==> config.mk <==
export PLATFORM = sky130hd
export DESIGN_NAME = twos_to_float_pipe_flat
export DESIGN_NICKNAME = d
export VERILOG_FILES = /design/src/rtl/twos_float_pkg.sv /design/src/rtl/twos_to_float_pipe_if.sv /design/src/rtl/twos_float_lzc.sv /design/src/rtl/twos_to_float_pipe.sv /design/src/flat_wrapper.sv
export SDC_FILE = /design/constraint.sdc
export NUM_CORES = 1
export LEC_CHECK = 0
export CAP_MARGIN = 20
export CORE_MARGIN = 2
export CORE_UTILIZATION = 49
export CTS_CLUSTER_SIZE = 12
export DETAILED_ROUTE_END_ITERATION = 16
export PLACE_DENSITY = 0.76
export SYNTH_ARGS = -nofsm -noshare
export SYNTH_HDL_FRONTEND = slang
export SYNTH_SLANG_ARGS = --single-unit
==> constraint.sdc <==
create_clock -name clk -period 2.05 [get_ports clk]
set_input_delay 0.41 -clock clk [delete_from_list [all_inputs] [get_ports clk]]
set_output_delay 0.41 -clock clk [all_outputs]
set_load 0.01 [all_outputs]
==> src/rtl/twos_float_pkg.sv <==
// Shared widths and stage payload for the two's-complement to float pipeline.
// Optional rounding is enabled by defining TWOS_FLOAT_ROUND_EN.
package twos_float_pkg;

  // Default build widths; the stage payload below is sized from these.
  localparam int unsigned DEF_IN_W  = 12;
  localparam int unsigned DEF_EXP_W = 3;
  localparam int unsigned DEF_MAN_W = 4;

  localparam int unsigned MAG_W = DEF_IN_W - 1;
  localparam int unsigned EMAX  = (1 << DEF_EXP_W) - 1;
  localparam int unsigned LZ_W  = $clog2(MAG_W + 1);

  // Normalised word travelling from stage 2 to stage 3.
  typedef struct packed {
    logic                 s;
    logic [DEF_EXP_W-1:0] e;
    logic [DEF_MAN_W-1:0] f;
    logic                 rnd;
    logic                 sat;
  } stage_t;

endpackage

==> src/rtl/twos_to_float_pipe_if.sv <==
// Valid/ready stream bundle: integer words in, float fields out.
interface twos_to_float_pipe_if
  import twos_float_pkg::*;
#(
  parameter int unsigned IN_W  = DEF_IN_W,
  parameter int unsigned EXP_W = DEF_EXP_W,
  parameter int unsigned MAN_W = DEF_MAN_W
);
  logic             in_valid;
  logic             in_ready;
  logic [IN_W-1:0]  in_data;
  logic             out_valid;
  logic             out_ready;
  logic             out_s;
  logic [EXP_W-1:0] out_e;
  logic [MAN_W-1:0] out_f;
  logic             out_sat;

  // Converter side.
  modport slave (
    input  in_valid, in_data, out_ready,
    output in_ready, out_valid, out_s, out_e, out_f, out_sat
  );

  // Producer/consumer side.
  modport master (
    output in_valid, in_data, out_ready,
    input  in_ready, out_valid, out_s, out_e, out_f, out_sat
  );
endinterface

==> src/rtl/twos_float_lzc.sv <==
// Combinational leading-zero counter; returns W for an all-zero word.
module twos_float_lzc #(
  parameter int unsigned W  = 11,
  parameter int unsigned CW = $clog2(W + 1)
) (
  input  logic [W-1:0]  data_i,
  output logic [CW-1:0] cnt_c
);

  // Highest set bit wins because it is visited last.
  always_comb begin
    cnt_c = CW'(W);
    for (int i = 0; i < int'(W); i++) begin
      if (data_i[i]) cnt_c = CW'(int'(W) - 1 - i);
    end
  end

endmodule

==> src/rtl/twos_to_float_pipe.sv <==
// Three-stage two's-complement to sign/exponent/significand converter with
// valid/ready backpressure. Define TWOS_FLOAT_ROUND_EN for round-half-up,
// otherwise the significand is truncated.
module twos_to_float_pipe
  import twos_float_pkg::*;
#(
  parameter int unsigned IN_W  = DEF_IN_W,
  parameter int unsigned EXP_W = DEF_EXP_W,
  parameter int unsigned MAN_W = DEF_MAN_W
) (
  input logic                 clk,
  input logic                 rst_n,
  twos_to_float_pipe_if.slave bus
);

`ifdef TWOS_FLOAT_ROUND_EN
  localparam bit ROUND_EN = 1'b1;
`else
  localparam bit ROUND_EN = 1'b0;
`endif

  // The stage payload struct is sized by the package, so widths are changed there.
  if (IN_W != DEF_IN_W || EXP_W != DEF_EXP_W || MAN_W != DEF_MAN_W) begin : g_cfg_mismatch
    $error("twos_to_float_pipe: parameters must match twos_float_pkg defaults");
  end
  if (IN_W < 4 || MAN_W >= MAG_W || EMAX < MAG_W - MAN_W) begin : g_cfg_bad
    $error("twos_to_float_pipe: illegal width combination");
  end

  logic             advance_c;
  logic             v1_q, v1_d, v2_q, v2_d, v3_q, v3_d;
  logic             s1_s_q, s1_s_d, s1_sat_q, s1_sat_d;
  logic [MAG_W-1:0] s1_m_q, s1_m_d, mag_neg_c;
  stage_t           s2_q, s2_d;
  logic [LZ_W-1:0]  lz_c;
  logic [MAN_W:0]   top_c;
  logic             out_s_q, out_s_d, out_sat_q, out_sat_d;
  logic [EXP_W-1:0] out_e_q, out_e_d;
  logic [MAN_W-1:0] out_f_q, out_f_d;

  // Whole pipe moves together whenever the output slot is free or draining.
  assign advance_c    = bus.out_ready | ~v3_q;
  assign bus.in_ready = advance_c;

  // Stage 1: sign-magnitude split, clamping the most-negative word.
  always_comb begin
    v1_d      = v1_q;
    s1_s_d    = s1_s_q;
    s1_m_d    = s1_m_q;
    s1_sat_d  = s1_sat_q;
    mag_neg_c = ~bus.in_data[MAG_W-1:0] + MAG_W'(1);
    if (advance_c) begin
      v1_d     = bus.in_valid;
      s1_s_d   = bus.in_data[IN_W-1];
      s1_sat_d = 1'b0;
      if (!bus.in_data[IN_W-1]) begin
        s1_m_d = bus.in_data[MAG_W-1:0];
      end else if (bus.in_data[MAG_W-1:0] == '0) begin
        s1_m_d   = '1;
        s1_sat_d = 1'b1;
      end else begin
        s1_m_d = mag_neg_c;
      end
    end
  end

  twos_float_lzc #(.W(MAG_W), .CW(LZ_W)) u_lzc (
    .data_i (s1_m_q),
    .cnt_c  (lz_c)
  );

  // Leading one aligned to the top, keep MAN_W bits plus the round bit.
  assign top_c = (MAN_W + 1)'((s1_m_q << lz_c) >> (MAG_W - MAN_W - 1));

  // Stage 2: normalise; small magnitudes stay denormal with E = 0.
  always_comb begin
    v2_d = v2_q;
    s2_d = s2_q;
    if (advance_c) begin
      v2_d     = v1_q;
      s2_d.s   = s1_s_q;
      s2_d.sat = s1_sat_q;
      if (32'(lz_c) >= MAG_W - MAN_W) begin
        s2_d.e   = '0;
        s2_d.f   = s1_m_q[MAN_W-1:0];
        s2_d.rnd = 1'b0;
      end else begin
        s2_d.e   = EXP_W'(MAG_W - MAN_W - 32'(lz_c));
        s2_d.f   = top_c[MAN_W:1];
        s2_d.rnd = top_c[0];
      end
    end
  end

  // Stage 3: optional round with carry into the exponent or saturation.
  always_comb begin
    v3_d      = v3_q;
    out_s_d   = out_s_q;
    out_e_d   = out_e_q;
    out_f_d   = out_f_q;
    out_sat_d = out_sat_q;
    if (advance_c) begin
      v3_d      = v2_q;
      out_s_d   = s2_q.s;
      out_e_d   = s2_q.e;
      out_f_d   = s2_q.f;
      out_sat_d = s2_q.sat;
      if (ROUND_EN && s2_q.rnd) begin
        if (&s2_q.f) begin
          if (32'(s2_q.e) == EMAX) begin
            out_f_d   = '1;
            out_sat_d = 1'b1;
          end else begin
            out_f_d = MAN_W'(1) << (MAN_W - 1);
            out_e_d = s2_q.e + EXP_W'(1);
          end
        end else begin
          out_f_d = s2_q.f + MAN_W'(1);
        end
      end
    end
  end

  // Pipeline registers; reset flushes every in-flight word.
  always_ff @(posedge clk or negedge rst_n) begin
    if (!rst_n) begin
      v1_q      <= 1'b0;
      v2_q      <= 1'b0;
      v3_q      <= 1'b0;
      s1_s_q    <= 1'b0;
      s1_m_q    <= '0;
      s1_sat_q  <= 1'b0;
      s2_q      <= '0;
      out_s_q   <= 1'b0;
      out_e_q   <= '0;
      out_f_q   <= '0;
      out_sat_q <= 1'b0;
    end else begin
      v1_q      <= v1_d;
      v2_q      <= v2_d;
      v3_q      <= v3_d;
      s1_s_q    <= s1_s_d;
      s1_m_q    <= s1_m_d;
      s1_sat_q  <= s1_sat_d;
      s2_q      <= s2_d;
      out_s_q   <= out_s_d;
      out_e_q   <= out_e_d;
      out_f_q   <= out_f_d;
      out_sat_q <= out_sat_d;
    end
  end

  assign bus.out_valid = v3_q;
  assign bus.out_s     = out_s_q;
  assign bus.out_e     = out_e_q;
  assign bus.out_f     = out_f_q;
  assign bus.out_sat   = out_sat_q;

endmodule

==> src/flat_wrapper.sv <==
// flat-port wrapper written by rule: the top's interface ports become plain ports
module twos_to_float_pipe_flat import twos_float_pkg::*;
#(
  parameter int unsigned IN_W  = DEF_IN_W,
  parameter int unsigned EXP_W = DEF_EXP_W,
  parameter int unsigned MAN_W = DEF_MAN_W
)
  (clk, rst_n, bus_in_valid, bus_in_data, bus_out_ready, bus_in_ready, bus_out_valid, bus_out_s, bus_out_e, bus_out_f, bus_out_sat);
  twos_to_float_pipe_if #(.IN_W(IN_W), .EXP_W(EXP_W), .MAN_W(MAN_W)) bus_i ();
  input logic clk;
  input logic rst_n;
  input wire logic [$bits(bus_i.in_valid)-1:0] bus_in_valid;
  input wire logic [$bits(bus_i.in_data)-1:0] bus_in_data;
  input wire logic [$bits(bus_i.out_ready)-1:0] bus_out_ready;
  output wire logic [$bits(bus_i.in_ready)-1:0] bus_in_ready;
  output wire logic [$bits(bus_i.out_valid)-1:0] bus_out_valid;
  output wire logic [$bits(bus_i.out_s)-1:0] bus_out_s;
  output wire logic [$bits(bus_i.out_e)-1:0] bus_out_e;
  output wire logic [$bits(bus_i.out_f)-1:0] bus_out_f;
  output wire logic [$bits(bus_i.out_sat)-1:0] bus_out_sat;
  assign bus_i.in_valid = bus_in_valid;
  assign bus_i.in_data = bus_in_data;
  assign bus_i.out_ready = bus_out_ready;
  assign bus_in_ready = bus_i.in_ready;
  assign bus_out_valid = bus_i.out_valid;
  assign bus_out_s = bus_i.out_s;
  assign bus_out_e = bus_i.out_e;
  assign bus_out_f = bus_i.out_f;
  assign bus_out_sat = bus_i.out_sat;
  twos_to_float_pipe #(.IN_W(IN_W), .EXP_W(EXP_W), .MAN_W(MAN_W)) u_core (.clk(clk), .rst_n(rst_n), .bus(bus_i));
endmodule
# [Word-level counts from Yosys, hierarchy flattened]
# Cells that the tools add are included.
[totals] reg_bits=34 in_bits=16 output_inout_bits=11 word_cells=38
[classes] add_sub_neg=2 n_lt_le_gt_ge=1 n_shift=1 muxes=16 bitwise_logic=3 n_reduce_logical=1
[op_table] operator="$mux 4" n=10
[op_table] operator="$mux 11" n=2
[op_table] operator="$add 11x1->11 const B" n=1
[op_table] operator="$logic_not 11->1" n=1
[op_table] operator="$not 11->11" n=1
[op_table] operator="$shl 11x4->11" n=1
[op_table] operator="$mux 8" n=1
[op_table] operator="$ge 4x3->1 const B" n=1
[op_table] operator="$mux 1" n=3
[op_table] operator="$sub 3x3->3 const A" n=1
[op_table] operator="$not 1->1" n=1
[op_table] operator="$or 1x1->1" n=1

# [Logic depth before layout (Yosys ltp)]
[logic_depth] depth_word=13 depth_mapped=8 ltp_nobuf=8

# [Cells and area by module]
# Synthesis repeated with hierarchy kept, for this count alone.
[unflattened] cells_unflattened=193 area_unflattened_um2=1823.0
[modules_own_cells] module="twos_to_float_pipe" instances=1 cells_each=176 area_each_um2=1712.9 seq_area_each_um2=850.8
[modules_own_cells] module="twos_float_lzc" instances=1 cells_each=17 area_each_um2=110.1 seq_area_each_um2=0.0

# [Worst setup path before layout]
# OpenSTA, ideal clock, no wires.
[synth_path] kind="register to register" start="register u_core.s1_m_q[8]" end="register u_core.s2_q[2] in the netlist's numbering" setup_ps=80 t_arrival_ps=1944 t_required_ps=1970 slack_ps=25 path_stages_with_launch=9 path_buffers=2 synth_period_minus_slack_ps=2025 cell_sequence="dfrtp_1 -> buf_6 -> or4_4 -> buf_6 -> o221a_1 -> nor2_1 -> a31oi_1 -> a311o_1 -> o211ai_2"
[synth_via] elab_chain_len=5 word_cells_on_any_way=6 classes_between="order compare: 1; shift: 1; mux: 4"
[synth_rtl] item="start: declaration" line="twos_to_float_pipe.sv:33" text="logic [MAG_W-1:0] s1_m_q, s1_m_d, mag_neg_c;"
[synth_rtl] item="start signal: assignment" line="twos_to_float_pipe.sv:143" text="s1_m_q <= s1_m_d;"
[synth_rtl] item="$mux 4 (3 in series)" line="twos_float_lzc.sv:14" text="if (data_i[i]) cnt_c = CW'(int'(W) - 1 - i);"
[synth_rtl] item="$shl 11x4->11 or $ge 4x3->1 (tied branches)" line="twos_to_float_pipe.sv:73, twos_to_float_pipe.sv:83"
[synth_rtl] item="$mux 8 *" line="twos_to_float_pipe.sv:83" text="if (32'(lz_c) >= MAG_W - MAN_W) begin"
[synth_rtl] item="end signal: assignment" line="twos_to_float_pipe.sv:133" text="s2_q <= '0;"
[synth_rtl] item="end signal: assignment" line="twos_to_float_pipe.sv:145" text="s2_q <= s2_d;"
[synth_rtl] item="end: declaration" line="twos_to_float_pipe.sv:34" text="stage_t s2_q, s2_d;"
# Every way passes the cells marked *; elsewhere a longest branch is shown, timed or not.
# A chain may end at the register's enable or synchronous reset.

# [Worst setup path in the final report]
[layout_path] start="input port bus_out_ready" end="output port bus_in_ready"
[layout_via] elab_chain_len=1
[layout_rtl] item="start: declaration" line="flat_wrapper.sv:14" text="input wire logic [$bits(bus_i.out_ready)-1:0] bus_out_ready;"
[layout_rtl] item="$or 1x1->1" line="twos_to_float_pipe.sv:42" text="assign advance_c = bus.out_ready | ~v3_q;"
[layout_rtl] item="end: declaration" line="flat_wrapper.sv:15" text="output wire logic [$bits(bus_i.in_ready)-1:0] bus_in_ready;"
# Every way passes these cells.

==> metrics.txt <==
nets 299; Clock Skews 3.92 ps; Post-synth EDFFs 0; MaxCap Viol Count 0; vias per cell 5.45; CTS clk-pin slew, worst paths 70 ps; HPWL after detailed placement 2950 µm; critical path capture point type output port; fmax 502 MHz; Power per Cell Area 1110 mW/mm²; final hold slack 463 ps; Most common cell on crit path clkdlybuf4s50_1; final core utilization 0.686; via count 1,805; period utilisation layout 0.973; fraction of registers with async set/reset 1.00; outcome complete, no violations; top_reg_cell synth dfrtp_1; GRT Total Usage 0.214; Tmin final 1990 ps; PortBufs 26; P_sw 917 µW; worst-path maximum fanout 2; Comb power frac 0.382; Worst setup SP type primary input; Synth cell types 44; worst min-delay path category reg -> reg; P&R area growth vs syn 32.6%; Post-synth top cells 59 x nand2_1, 34 x dfrtp_1, 21 x nor2_1; Die ar. 0.00447 mm²; row cnt 22; crit-path cells clkdlybuf4s50_1 -> nor2b_2 -> inv_1 -> clkdlybuf4s50_1; # setup viols final 0; Die W 66.9 µm; sw frac 0.320; grt ovf 0; unrepaired setup endpoints after global routing false; Die Y 66.9 µm; Fill cells 320; clock buffer depth 2; Max stage delay cell, worst path clkdlybuf4s50_1; Clk pwr share 0.265; P_int 1950 µW; TritonRoute pass-1 iters 5; ANT nets after route 0; CTS Buf Count 5; syn avg cell area 8.38 µm²; Yosys reg bits 34; antenna violations before repair 0; CP max stage delay 550 ps; synthesized cell area 0.00194 mm²; Synth Instances 231; first-pass GRT wire length 7280 µm; CTS tree done; hold_buf cts 0; CTS sink count 34; leakage power 0.00113 µW; post-route cell area 0.00257 mm²; core area 0.00374 mm²; WL per Instance 12.7 µm; largest net degree at the start of global routing 41; dpl ws -189 ps; placed cell areas 0.00240 mm²; post-synth net total 248; register area share after synthesis 0.439; top-count cell post-synth nand2_1; area share of the largest cell type after synthesis 0.439; routed wire length 4200 µm; worst-skew pair later-pin latency 280 ps; Synth area leader dfrtp_1; H-tree depth 2; Multi-input gate area 973 µm²; Setup CP Type in -> out; layout cells sized above 1 0.191; number of antenna diodes 0; Seq pwr share 0.353; yosys warns 0; CP Data Arrival Time 1580 ps; routability congestion estimate 0.858; I/O Pins 27; final hold vios 0; VDD IR max 0.000434 V; slew margin rel. 0.719; CP Data Required Time 1640 ps; vias in the first global route 1,727; PnR worst setup slack 56.2 ps; fin. max-slew vios 0; worst slew pin tran 421 ps; CTS root buffer clkbuf_8; Iteration-0 DRC Markers 128; Synth area leaders dfrtp_1 44%, nand2_1 11%, o21ai_0 5.2%; residual DRC count 0; register area 851 µm²; Initial Util 0.517
-- critical path: cells and delay by family --
family | cells | cell delay, ps
buf+inv | 3 | 1120
simple gates | 1 | 50
-- sequential cells by signal, summed over array words and instances (netlist names) --
signal	cells
u_core.bus.out_sat	1
u_core.bus.out_s	1
u_core.v2_q	1
u_core.s1_s_q	1
u_core.v1_q	1
u_core.bus.out_f	4
u_core.s1_m_q	11
u_core.bus.out_e	3
u_core.s1_sat_q	1
u_core.bus.out_valid	1
u_core.s2_q	9
-- worst paths after layout --
check | start | end | slack (ps) | depth (start not counted)
min | u_core.v2_q$_DFFE_PN0P_ | u_core.v2_q$_DFFE_PN0P_ | 460 | 2
min reg2reg | u_core.v2_q$_DFFE_PN0P_ | u_core.v2_q$_DFFE_PN0P_ | 460 | 2
max in group asynchronous | rst_n | u_core.s1_m_q[7]$_DFFE_PN0P_ | 1220 | 2
min in group asynchronous | rst_n | u_core.bus.out_f[2]$_DFFE_PN0P_ | 530 | 2
max reg2reg | u_core.s1_m_q[8]$_DFFE_PN0P_ | u_core.s2_q[6]$_DFFE_PN0P_ | 90 | 5
max | bus_out_ready | bus_in_ready | 60 | 4
-- cells in the final DEF, fill, tap and decap left out, drive strengths merged, types with 2 or more instances in the layout --
| cell type | Yosys | final |
|---|---|---|
| o31ai | 4 | 4 |
| o31a | 2 | 2 |
| a31oi | 4 | 4 |
| o22ai | 5 | 5 |
| or4 | 2 | 2 |
| clkbuf | 8 | 6 |
| or3 | 2 | 2 |
| a22o | 2 | 2 |
| bufinv | 0 | 2 |
| nand2 | 59 | 59 |
| clkdlybuf4s50 | 0 | 24 |
| nor4 | 3 | 3 |
| nand4 | 2 | 2 |
| nand2b | 4 | 4 |
| nor3 | 5 | 5 |
| o21ai | 20 | 20 |
| o21a | 2 | 2 |
| nor2b | 5 | 5 |
| inv | 6 | 6 |
| dfrtp | 34 | 34 |
| dlymetal6s2s | 0 | 2 |
| nand3 | 4 | 4 |
| nor2 | 21 | 21 |
| o211ai | 3 | 3 |
| and2b | 2 | 2 |
| buf | 6 | 32 |
| a211oi | 3 | 3 |
| a21oi | 9 | 9 |
-- power groups by stage --
| stage | Clock, µW | Sequential [µW] | Combinational, µW |
|---|---|---|---|
| after CTS | 774 | 1010 | 1090 |
| after floorplan | 0 | 1050 | 614 |
| after global placement | 0 | 1010 | 1060 |
| after global routing | 811 | 1040 | 1220 |
| final | 758 | 1010 | 1090 |
| after detailed placement | 0 | 1020 | 1080 |
-- area by class of cell --
class | instances | share of cell area
multi-input cells | 177 | 0.379
well taps | 48 | 0.0234
inverters | 6 | 0.00877
repair buffers | 58 | 0.202
clock buffers | 6 | 0.0322
flip-flops and latches | 34 | 0.331
clock inverters | 2 | 0.0234
-- timing repair --
item | 4_1_cts | 5_1_grt
resized for setup | 0 | 5
hold endpoints to repair | 0 | 0
setup endpoints to repair | 0 | 7
buffers inserted | 0 | 2
-- through the flow --
stage	std cells	setup TNS, ps	total power (µW)
2_1_floorplan	231	0	1660
3_3_place_gp	321	-803	2070
3_5_place_dp	321	-1420	2110
4_1_cts	329	0	2870
5_1_grt	331	0	3070
6_report	331	0	2860
-- cells by family after synthesis --
kind of cell    Yosys count  share of synthesized area
compound gates           60                      0.209
buf+inv                  20                     0.0627
simple gates            115                      0.276
mux                       1                    0.00581
fa+ha+maj                 1                    0.00646
flops                    34                      0.439
-- per-layer routing --
layer  up-vias  part of all wire  track usage
li1        906                 -            -
met1       843              0.45        0.253
met2        48              0.49        0.368
met3         8             0.041       0.0490
met4         0             0.023       0.0969
met5         -                 0            0
No activity file was read; power rests on OpenSTA's default activity.
